===== config.mk =====
export PLATFORM = sky130hd
export DESIGN_NAME = detect_sequencer_flat
export DESIGN_NICKNAME = d
export VERILOG_FILES = /design/src/rtl/detect_sequencer_pkg.sv /design/src/rtl/detect_sequencer_if.sv /design/src/rtl/detect_sequencer_pair_detector.sv /design/src/rtl/detect_sequencer.sv /design/src/flat_wrapper.sv
export SDC_FILE = /design/constraint.sdc
export NUM_CORES = 1
export LEC_CHECK = 0
export CAP_MARGIN = 20
export CORE_MARGIN = 2
export CORE_UTILIZATION = 53
export DETAILED_ROUTE_END_ITERATION = 8
export DONT_BUFFER_PORTS = 1
export PLACE_DENSITY = 0.71
export SLEW_MARGIN = 5
export SYNTH_ARGS = -nofsm -noshare
export SYNTH_HDL_FRONTEND = slang
export SYNTH_HIERARCHICAL = 1
export SYNTH_SLANG_ARGS = --single-unit

===== constraint.sdc =====
create_clock -name clock -period 1.1 [get_ports clock]
set_input_delay 0.165 -clock clock [delete_from_list [all_inputs] [get_ports clock]]
set_output_delay 0.165 -clock clock [all_outputs]
set_load 0.01 [all_outputs]

===== src/rtl/detect_sequencer_pkg.sv =====
// detseq_pkg: one-hot state indices, state encoding and default frame width for detect_sequencer
package detseq_pkg;
    localparam int DEF_WIDTH = 8;
    localparam int NSTATES = 5;
    localparam int IDLE = 0;
    localparam int CLEAR = 1;
    localparam int SHIFT = 2;
    localparam int FLUSH = 3;
    localparam int DONE = 4;
    typedef enum logic [NSTATES-1:0] {
        S_IDLE  = 5'b00001,
        S_CLEAR = 5'b00010,
        S_SHIFT = 5'b00100,
        S_FLUSH = 5'b01000,
        S_DONE  = 5'b10000
    } state_t;
endpackage


===== src/rtl/detect_sequencer_if.sv =====
// detect_sequencer_if: frame request/result bundle
// master (source): drives start, data; reads busy, done, bit_out, hit_count
// slave (sequencer): the reverse
interface detect_sequencer_if import detseq_pkg::*; #(parameter int WIDTH = DEF_WIDTH);
    logic start;
    logic [WIDTH-1:0] data;
    logic busy;
    logic done;
    logic bit_out;
    logic [$clog2(WIDTH)-1:0] hit_count;
    modport master (output start, data, input busy, done, bit_out, hit_count);
    modport slave (input start, data, output busy, done, bit_out, hit_count);
endinterface


===== src/rtl/detect_sequencer_pair_detector.sv =====
// pair_detector: five-state one-hot Moore detector, z=1 once the last two bits of w are equal
// ports: clock, reset (sync, active-high, returns to initial state), w (serial in), z (registered hit)
module pair_detector (
    input  logic clock,
    input  logic reset,
    input  logic w,
    output logic z
);
    // y[0]=initial, y[1]=one 0, y[2]=run of 0s, y[3]=one 1, y[4]=run of 1s
    logic [4:0] y, y_n;
    always_comb begin
        y_n[0] = 1'b0;
        y_n[1] = ~w & (y[0] | y[3] | y[4]);
        y_n[2] = ~w & (y[1] | y[2]);
        y_n[3] = w & (y[0] | y[1] | y[2]);
        y_n[4] = w & (y[3] | y[4]);
    end
    always_ff @(posedge clock) y <= reset ? 5'b00001 : y_n;
    assign z = y[2] | y[4];
endmodule


===== src/rtl/detect_sequencer.sv =====
// detect_sequencer: shifts a latched frame MSB first through pair_detector and counts hits
// ports: clock, reset (sync, active-high), bus (detect_sequencer_if.slave: start, data, busy, done, bit_out, hit_count)
// DETSEQ_BACK2BACK_EN: when defined, start is also accepted in DONE for a WIDTH+3 frame period
module detect_sequencer import detseq_pkg::*; #(
    parameter int WIDTH = DEF_WIDTH
) (
    input  logic clock,
    input  logic reset,
    detect_sequencer_if.slave bus
);
    localparam int CW = $clog2(WIDTH);
    state_t state, state_n;
    logic [WIDTH-1:0] sr;
    logic [CW-1:0] cnt, hits;
    logic z, accept, last;
`ifdef DETSEQ_BACK2BACK_EN
    assign accept = bus.start & (state[IDLE] | state[DONE]);
`else
    assign accept = bus.start & state[IDLE];
`endif
    assign last = cnt == CW'(WIDTH - 1);
    always_ff @(posedge clock) state <= reset ? S_IDLE : state_n;
    always_comb begin
        state_n = S_IDLE;
        case (state)
            S_IDLE:  state_n = accept ? S_CLEAR : S_IDLE;
            S_CLEAR: state_n = S_SHIFT;
            S_SHIFT: state_n = last ? S_FLUSH : S_SHIFT;
            S_FLUSH: state_n = S_DONE;
            S_DONE:  state_n = accept ? S_CLEAR : S_IDLE;
            default: state_n = S_IDLE;
        endcase
    end
    always_ff @(posedge clock) begin
        if (reset) begin
            sr <= '0;
            cnt <= '0;
            hits <= '0;
        end else begin
            if (accept) begin
                sr <= bus.data;
                cnt <= '0;
                hits <= '0;
            end else if (state[SHIFT]) begin
                sr <= {sr[WIDTH-2:0], 1'b0};
                cnt <= cnt + 1'b1;
            end
            // z lags w by one cycle, so FLUSH picks up the final bit's result
            if ((state[SHIFT] | state[FLUSH]) & z) hits <= hits + 1'b1;
        end
    end
    pair_detector u_det (
        .clock(clock),
        .reset(reset | state[CLEAR]),
        .w(bus.bit_out),
        .z(z)
    );
    assign bus.busy = state[CLEAR] | state[SHIFT] | state[FLUSH];
    assign bus.done = state[DONE];
    assign bus.bit_out = state[SHIFT] & sr[WIDTH-1];
    assign bus.hit_count = hits;
endmodule

===== src/flat_wrapper.sv =====
// flat-port wrapper written by rule: the top's interface ports become plain ports
module detect_sequencer_flat import detseq_pkg::*;
#(
    parameter int WIDTH = DEF_WIDTH
)
  (clock, reset, bus_start, bus_data, bus_busy, bus_done, bus_bit_out, bus_hit_count);
  detect_sequencer_if #(.WIDTH(WIDTH)) bus_i ();
  input  logic clock;
  input  logic reset;
  input wire logic [$bits(bus_i.start)-1:0] bus_start;
  input wire logic [$bits(bus_i.data)-1:0] bus_data;
  output wire logic [$bits(bus_i.busy)-1:0] bus_busy;
  output wire logic [$bits(bus_i.done)-1:0] bus_done;
  output wire logic [$bits(bus_i.bit_out)-1:0] bus_bit_out;
  output wire logic [$bits(bus_i.hit_count)-1:0] bus_hit_count;
  assign bus_i.start = bus_start;
  assign bus_i.data = bus_data;
  assign bus_busy = bus_i.busy;
  assign bus_done = bus_i.done;
  assign bus_bit_out = bus_i.bit_out;
  assign bus_hit_count = bus_i.hit_count;
  detect_sequencer #(.WIDTH(WIDTH)) u_core (.clock(clock), .reset(reset), .bus(bus_i));
endmodule

==> summary.md, run 1 <==
| Metric | Value |
|---|---|
| Hold Path Origin | `reset` |
| Maximum ir drop on the vdd rail | `0.916 mV` |
| Number of DRC markers in iteration 0 | `8` |
| Routed WL | `1.92 mm` |
| # IOs | `17` |
| Die Ht | `47.8 um` |
| Later-pin clock latency in the skew report | `0.31 ns` |
| Yosys cell types | `30` |
| Die area | `2280 um2` |
| MaxCap Viol Count | `0` |
| RSZ-0062 raised after global routing | `true` |
| Top cell family by delay on the critical path | `simple AND/OR/NAND/NOR gates` |
| FF-to-FF Start | `u_core/state[2]` |
| Most frequent cell after synthesis | `dfxtp_1` |
| Clock-pin slew on the worst setup and hold paths | `0.13 ns` |
| HPWL Detailed | `1.35 mm` |
| Fill count | `149` |
| LEAKAGE | `0.442 nW` |
| Most frequent cells after synthesis | `dfxtp_1, nor2_1, mux2i_1, nor3_1, a211oi_1` |
| TritonCTS Sinks | `24` |
| Initial antenna violation count | `0` |
| Routability cong. | `0.717` |
| Net Switching | `357 uW` |
| Period utilization | `1.13` |
| Part of the power in registers | `0.546` |
| Vias in the first global route | `756` |
| Worst Slack Setup Final | `-0.139 ns` |
| Crit path time final | `1.24 ns` |
| Synth Cell Area | `1010 um2` |
| Worst R2R Setup Slack | `-0.04 ns` |
| Synth Register Bits | `24` |
| Syn_area_per_cell | `9.57 um2` |
| Drt drc | `0` |
| Async SR Flop Fraction | `0` |
| Proportion of layout cells with a drive suffix above 1 | `0.289` |
| Fin Hold WS | `-0.0936 ns` |
| Worst EP arrival | `1.07 ns` |
| Sw frac | `0.208` |
| Area contributors post-synth | `dfxtp_1, mux2i_1, a211oi_1` |
| # setup viols final | `2` |
| PD cells | `1400 nW/um2` |
| Largest buffer count on any clock path | `2` |
| Port bufs | `0` |
| Post-route antenna net violation count | `0` |
| H-tree levels | `1` |
| Max incr delay on CP | `0.39 ns` |
| Combinational share of power | `0.091` |
| DR vias | `780` |
| Status | `finished with violations` |
| Crit path max fanout | `5` |
| Die X-Extent | `47.8 um` |
| Diode count | `0` |
| Pwr Total | `1.72 mW` |
| Min-Delay Endpoint | `u_core/bus.hit_count[2]` |
| WHS Path Cells | `1` |
| Starting density of the core | `0.575` |
| Cell count of the worst reg-to-reg path | `3` |
| Final hold viol count | `15` |
| Largest net degree at the start of global routing | `19` |
| Top FF cell, synth | `dfxtp_1` |
| Congestion Overflow GR | `0` |
| Failing checks | `hold timing, setup timing` |
| CTS tree | `built` |
| First-pass GRT wire length | `3.12 mm` |
| Placed insts | `133` |
| Worst EP required | `0.94 ns` |
| Final Slew Violations | `0` |
| Clk_skew | `0.00383 ns` |
| Pre-antenna DRT Iters | `4` |
| DR vias/cell | `5.61` |
| RR Endpoint | `u_core/state[1]` |
| Register area share after synthesis | `0.473` |
| Num CTS Buffers | `3` |
| Worst rel slew slack | `0.774` |
| Total GRT Usage | `0.198` |
| Startpoint types | `flip-flop` |
| Root buf cell | `clkbuf_4` |
| Drt wl/cell | `13.8 um` |
| Number of synthesized flops with an enable pin | `0` |
| Post-Layout Cell Count | `139` |
| CP max stage cell | `or3_4` |
| Area share of the largest cell type after synthesis | `0.473` |
| Post-Syn Instances | `106` |
| Synth area leader | `dfxtp_1` |
| Row cnt | `15` |
| Maximum clock rate | `807 MHz` |
| Crit Path Category | `reg -> out` |
| Post-synth net total | `120` |
| Part of the power in the clock network | `0.363` |
| Area Growth Syn to Fin | `20.5%` |
| Crit. End Element | `output port` |
| Hold Path Class | `in -> reg` |
| Final Net Count | `129` |
| Buffers and inverters on the worst path | `0` |
| Core area | `1760 um2` |
| Synth warn | `6` |
| Worst Max-Slew Pin Slew | `0.336 ns` |
| Int Pwr | `1.36 mW` |
| Worst path cell trace | `or3_4` |
logic make-up (layout without fill, tap and decap cells):
family	after synthesis	after routing	share of synthesized area
buffers and inverters	7	15	0.0370
and+or+nand+nor	44	44	0.236
DFF	24	24	0.473
AOI/OAI and AO/OA	17	17	0.110
xor gates and xnor gates	1	1	0.00863
adders and majority gates	3	3	0.0370
muxes	10	10	0.0986
cells in the final DEF (no fill, tap or decap), drive strengths merged, types with 2 or more instances in the layout:
cell	n
a211oi	7
a21oi	4
and2	2
buf	10
clkbuf	3
dfxtp	24
ha	3
mux2i	10
nand2	3
nand2b	3
nand3	3
nor2	13
nor2b	4
nor3	9
o21ai	3
or2	2
metal layers:
metal  global-route usage  vias up  part of all wire
li1                     -      394                 -
met1                0.226      372              0.44
met2                0.333       10              0.51
met3               0.0491        4             0.030
met4                0.119        0             0.020
met5                    0        -                 0
sequential cells by signal, summed over array words and instances, names as in the netlist:
name	count
u_core/u_det/y	5
u_core/state	5
u_core/bus.hit_count	3
u_core/sr	8
u_core/cnt	3
cell type report:
type	instances	area [um2]	area share
Multi-Input combinational cell	75	553	0.452
Tap cell	25	31.3	0.0256
Timing Repair Buffer	10	91.3	0.0747
Inverter	1	3.75	0.00307
Clock buffer	3	22.5	0.0184
Sequential cell	24	490	0.401
Clock inverter	1	30.0	0.0246
how the worst max path moves through the flow:
stage,slack [ns],cells past startpoint,endpoint,from
finish,-0.14,1,bus_busy,u_core/state[2]
global route,-0.18,1,bus_busy,u_core/state[2]
CTS,-0.15,1,bus_busy,u_core/state[2]
detailed placement,-0.02,4,u_core/cnt[2],u_core/cnt[0]
global placement,0.06,4,u_core/cnt[2],u_core/cnt[0]
floorplan,-0.01,3,bus_busy,u_core/state[2]
stage by stage:
| step | utilization | worst slack, ns | cell area [um2] | hold WS (ns) | TNS [ns] |
|---|---|---|---|---|---|
| 5_1_grt | 0.693 | -0.182 | 1220 | -0.118 | -0.441 |
| 4_1_cts | 0.678 | -0.155 | 1200 | -0.112 | -0.200 |
| 3_5_place_dp | 0.618 | -0.0202 | 1090 | 0.239 | -0.0202 |
| 2_1_floorplan | - | -0.0109 | 1020 | 0.301 | -0.0109 |
| 6_report | 0.693 | -0.139 | 1220 | -0.0936 | -0.179 |
| 3_3_place_gp | 0.618 | 0.0564 | 1090 | 0.237 | 0 |
power by group through the flow:
stage / Sequential [mW] / Combinational [mW] / Clock, mW
after floorplan: 0.950 / 0.119 / 0
after global placement: 0.954 / 0.142 / 0
after detailed placement: 0.956 / 0.147 / 0
after CTS: 0.935 / 0.152 / 0.643
after global routing: 0.942 / 0.174 / 0.676
final: 0.937 / 0.156 / 0.623
repair_timing:
item / in CTS / in global routing
gates resized for setup: 9 / 9
endpoints found under the hold margin: 15 / 17
endpoints found under the setup margin: 5 / 18
setup buffers: 2 / 0
pin swaps: 5 / 1
(Power assumes the default switching activity.)
==> run 2: changes to the inputs <==
- CORE_ASPECT_RATIO: unset -> 0.5
- CORE_UTILIZATION: 53 -> 35
- PLACE_DENSITY: 0.71 -> unset
==> run 2 against run 1 <==
Net effect: the run ends with setup timing left; wire length decreased by 0.42%; design area up 2.9%; register-to-register slack gained 0.07 ns; highest routed layer unchanged; sequential power barely moved; fmax grew 1.4%; via count decreased by 2.9%; critical endpoint unchanged.
==> summary.md, run 2 (synthesis results as in run 1) <==
| Metric | Value |
|---|---|
| Status | `finished with violations` |
| Failing checks | `setup timing` |
| Fin util | `0.471 (-0.222)` |
| Dpl ws | `-0.00830 ns (+0.0119 ns)` |
| Root buf cell | `clkbuf_8` |
| Total GRT Usage | `0.124 (-0.0745)` |
| # setup viols final | `1 (-1)` |
| PD cells | `1340 nW/um2 (-4.8%)` |
| Int Pwr | `1.31 mW (-3.6%)` |
| Die area | `3370 um2 (+48%)` |
| Clk_skew | `0.00145 ns (-0.00238 ns)` |
| Row cnt | `13 (-2)` |
| Period utilization | `1.11 (-0.0155)` |
| DR vias/cell | `4.95 (-12%)` |
| Worst rel slew slack | `0.629 (-0.145)` |
| Commonest non-fill, non-tap cell in the layout | `dfxtp_1` |
| LEAKAGE | `0.461 nW (+4.4%)` |
| Number of DRC markers in iteration 0 | `27 (+19)` |
| Starting density of the core | `0.380 (-0.195)` |
| Routability cong. | `0.733 (+2.2%)` |
| # IOs | `17 (unchanged)` |
| Port bufs | `0 (unchanged)` |
| Startpoint types | `flip-flop` |
| Initial antenna violation count | `0 (unchanged)` |
| TritonCTS Sinks | `24 (unchanged)` |
| Crit path time final | `1.22 ns (-0.0171 ns)` |
| Fin Hold WS | `0.0373 ns (+0.131 ns)` |
| Diode count | `0 (unchanged)` |
| Maximum ir drop on the vdd rail | `0.553 mV (-40%)` |
| Crit Path Category | `reg -> out` |
| Routed WL | `1.91 mm (-0.42%)` |
| Later-pin clock latency in the skew report | `0.26 ns (-0.05 ns)` |
| Final Slew Violations | `0 (unchanged)` |
| Maximum clock rate | `818 MHz (+1.4%)` |
| First-pass GRT wire length | `3.27 mm (+4.9%)` |
| Setup_tns | `-0.122 ns (+0.0572 ns)` |
| Vias in the first global route | `719 (-4.9%)` |
| Area Growth Syn to Fin | `23.9%` |
| Proportion of layout cells with a drive suffix above 1 | `0.259 (-0.0309)` |
| Pwr Total | `1.68 mW (-2.0%)` |
| Hold Path Class | `in -> reg` |
| Sw frac | `0.220 (+0.0124)` |
| Commonest cells after routing, fill and taps aside | `dfxtp_1, nor2_1, mux2i_1, buf_4, nor3_1` |
| Drt drc | `0 (unchanged)` |
| Worst EP arrival | `1.06 ns (about the same)` |
| Congestion Overflow GR | `0 (unchanged)` |
| Drt wl/cell | `12.5 um (-9.5%)` |
| Core area | `2670 um2 (+51%)` |
| RSZ-0062 raised after global routing | `true` |
| H-tree levels | `1 (unchanged)` |
| Pre-antenna DRT Iters | `4 (unchanged)` |
| Part of the power in registers | `0.557 (+0.011)` |
| Post-route antenna net violation count | `0 (unchanged)` |
| Die Ht | `42.1 um (-12%)` |
| Worst Slack Setup Final | `-0.122 ns (+0.0171 ns)` |
| Die X-Extent | `80.1 um (+68%)` |
| HPWL Detailed | `1.36 mm (+0.81%)` |
| Combinational share of power | `0.097 (+0.006)` |
| Final Net Count | `131 (+1.6%)` |
| Crit. End Element | `output port` |
| DR vias | `757 (-2.9%)` |
| MaxCap Viol Count | `0 (unchanged)` |
| CTS tree | `built` |
| Crit path max fanout | `3 (-2)` |
| Final hold viol count | `0 (-15)` |
| Largest net degree at the start of global routing | `19 (unchanged)` |
| Net Switching | `370 uW (+3.8%)` |
| Worst Max-Slew Pin Slew | `0.557 ns (+0.221 ns)` |
| Max reg flops | `8 (unchanged)` |
| Clock-pin slew on the worst setup and hold paths | `0.08 ns (-0.05 ns)` |
| Worst EP required | `0.94 ns (about the same)` |
| Largest registers | `u_core/sr x8, u_core/state x5, u_core/u_det/y x5` |
| Largest buffer count on any clock path | `2 (unchanged)` |
| Num CTS Buffers | `3 (unchanged)` |
| Part of the power in the clock network | `0.346 (-0.017)` |
| Reg with most FFs | `u_core/sr` |
[run 2: per-layer routing]
metal | share of wire | wire length (um) | up-vias | GRT usage
met5 | 0 | 0 | - | 0
met4 | 0.011 | 21 | 0 | 0.0407
met3 | 0.052 | 100 | 2 | 0.0539
met2 | 0.43 | 818 | 11 | 0.187
met1 | 0.51 | 967 | 347 | 0.159
li1 | - | - | 397 | -
[run 2: through the flow]
step                cell area, um2  cells
finish                        1260    153
detailed placement            1110    146
floorplan                     1020    106
CTS                           1200    152
global placement              1110    146
global route                  1260    153
[run 2: final timing paths]
| path | startpoint | endpoint | slack (ns) | cells after the start |
|---|---|---|---|---|
| worst max-delay path | u_core/state[3] | bus_busy | -0.12 | 2 |
| worst min-delay path | bus_data[0] | u_core/sr[0] | 0.04 | 2 |
| worst max register to register | u_core/state[4] | u_core/state[4] | 0.03 | 2 |
| worst min register to register | u_core/u_det/y[0] | u_core/u_det/y[3] | 0.48 | 2 |
[run 2: critical path, stage by stage, from the launching register on]
cell and delay [ns]:
dfxtp_4 0.35, buf_6 0.11, or3_4 0.34
[run 2: cell type report]
cell class                      count  area (um2)
Clock buffer                        4        55.1
Fill cell                         264        1410
Inverter                            1        3.75
Multi-Input combinational cell     75         551
Sequential cell                    24         490
Tap cell                           37        46.3
Timing Repair Buffer               12         111
[run 2: timing repair]
| action | 4_1_cts | 5_1_grt |
|---|---|---|
| hold endpoints to repair | 14 | 0 |
| pin swaps | 0 | 2 |
| hold buffers | 1 | 0 |
| setup endpoints to repair | 7 | 19 |
| gates resized for setup | 8 | 10 |
| setup buffers | 1 | 1 |
[run 2: power by group through the flow]
| stage | clock (mW) | combinational [mW] | sequential [mW] |
|---|---|---|---|
| after floorplan | 0 | 0.119 | 0.950 |
| after global placement | 0 | 0.145 | 0.956 |
| after detailed placement | 0 | 0.147 | 0.957 |
| after CTS | 0.603 | 0.160 | 0.935 |
| after global routing | 0.629 | 0.183 | 0.944 |
| final | 0.581 | 0.163 | 0.937 |
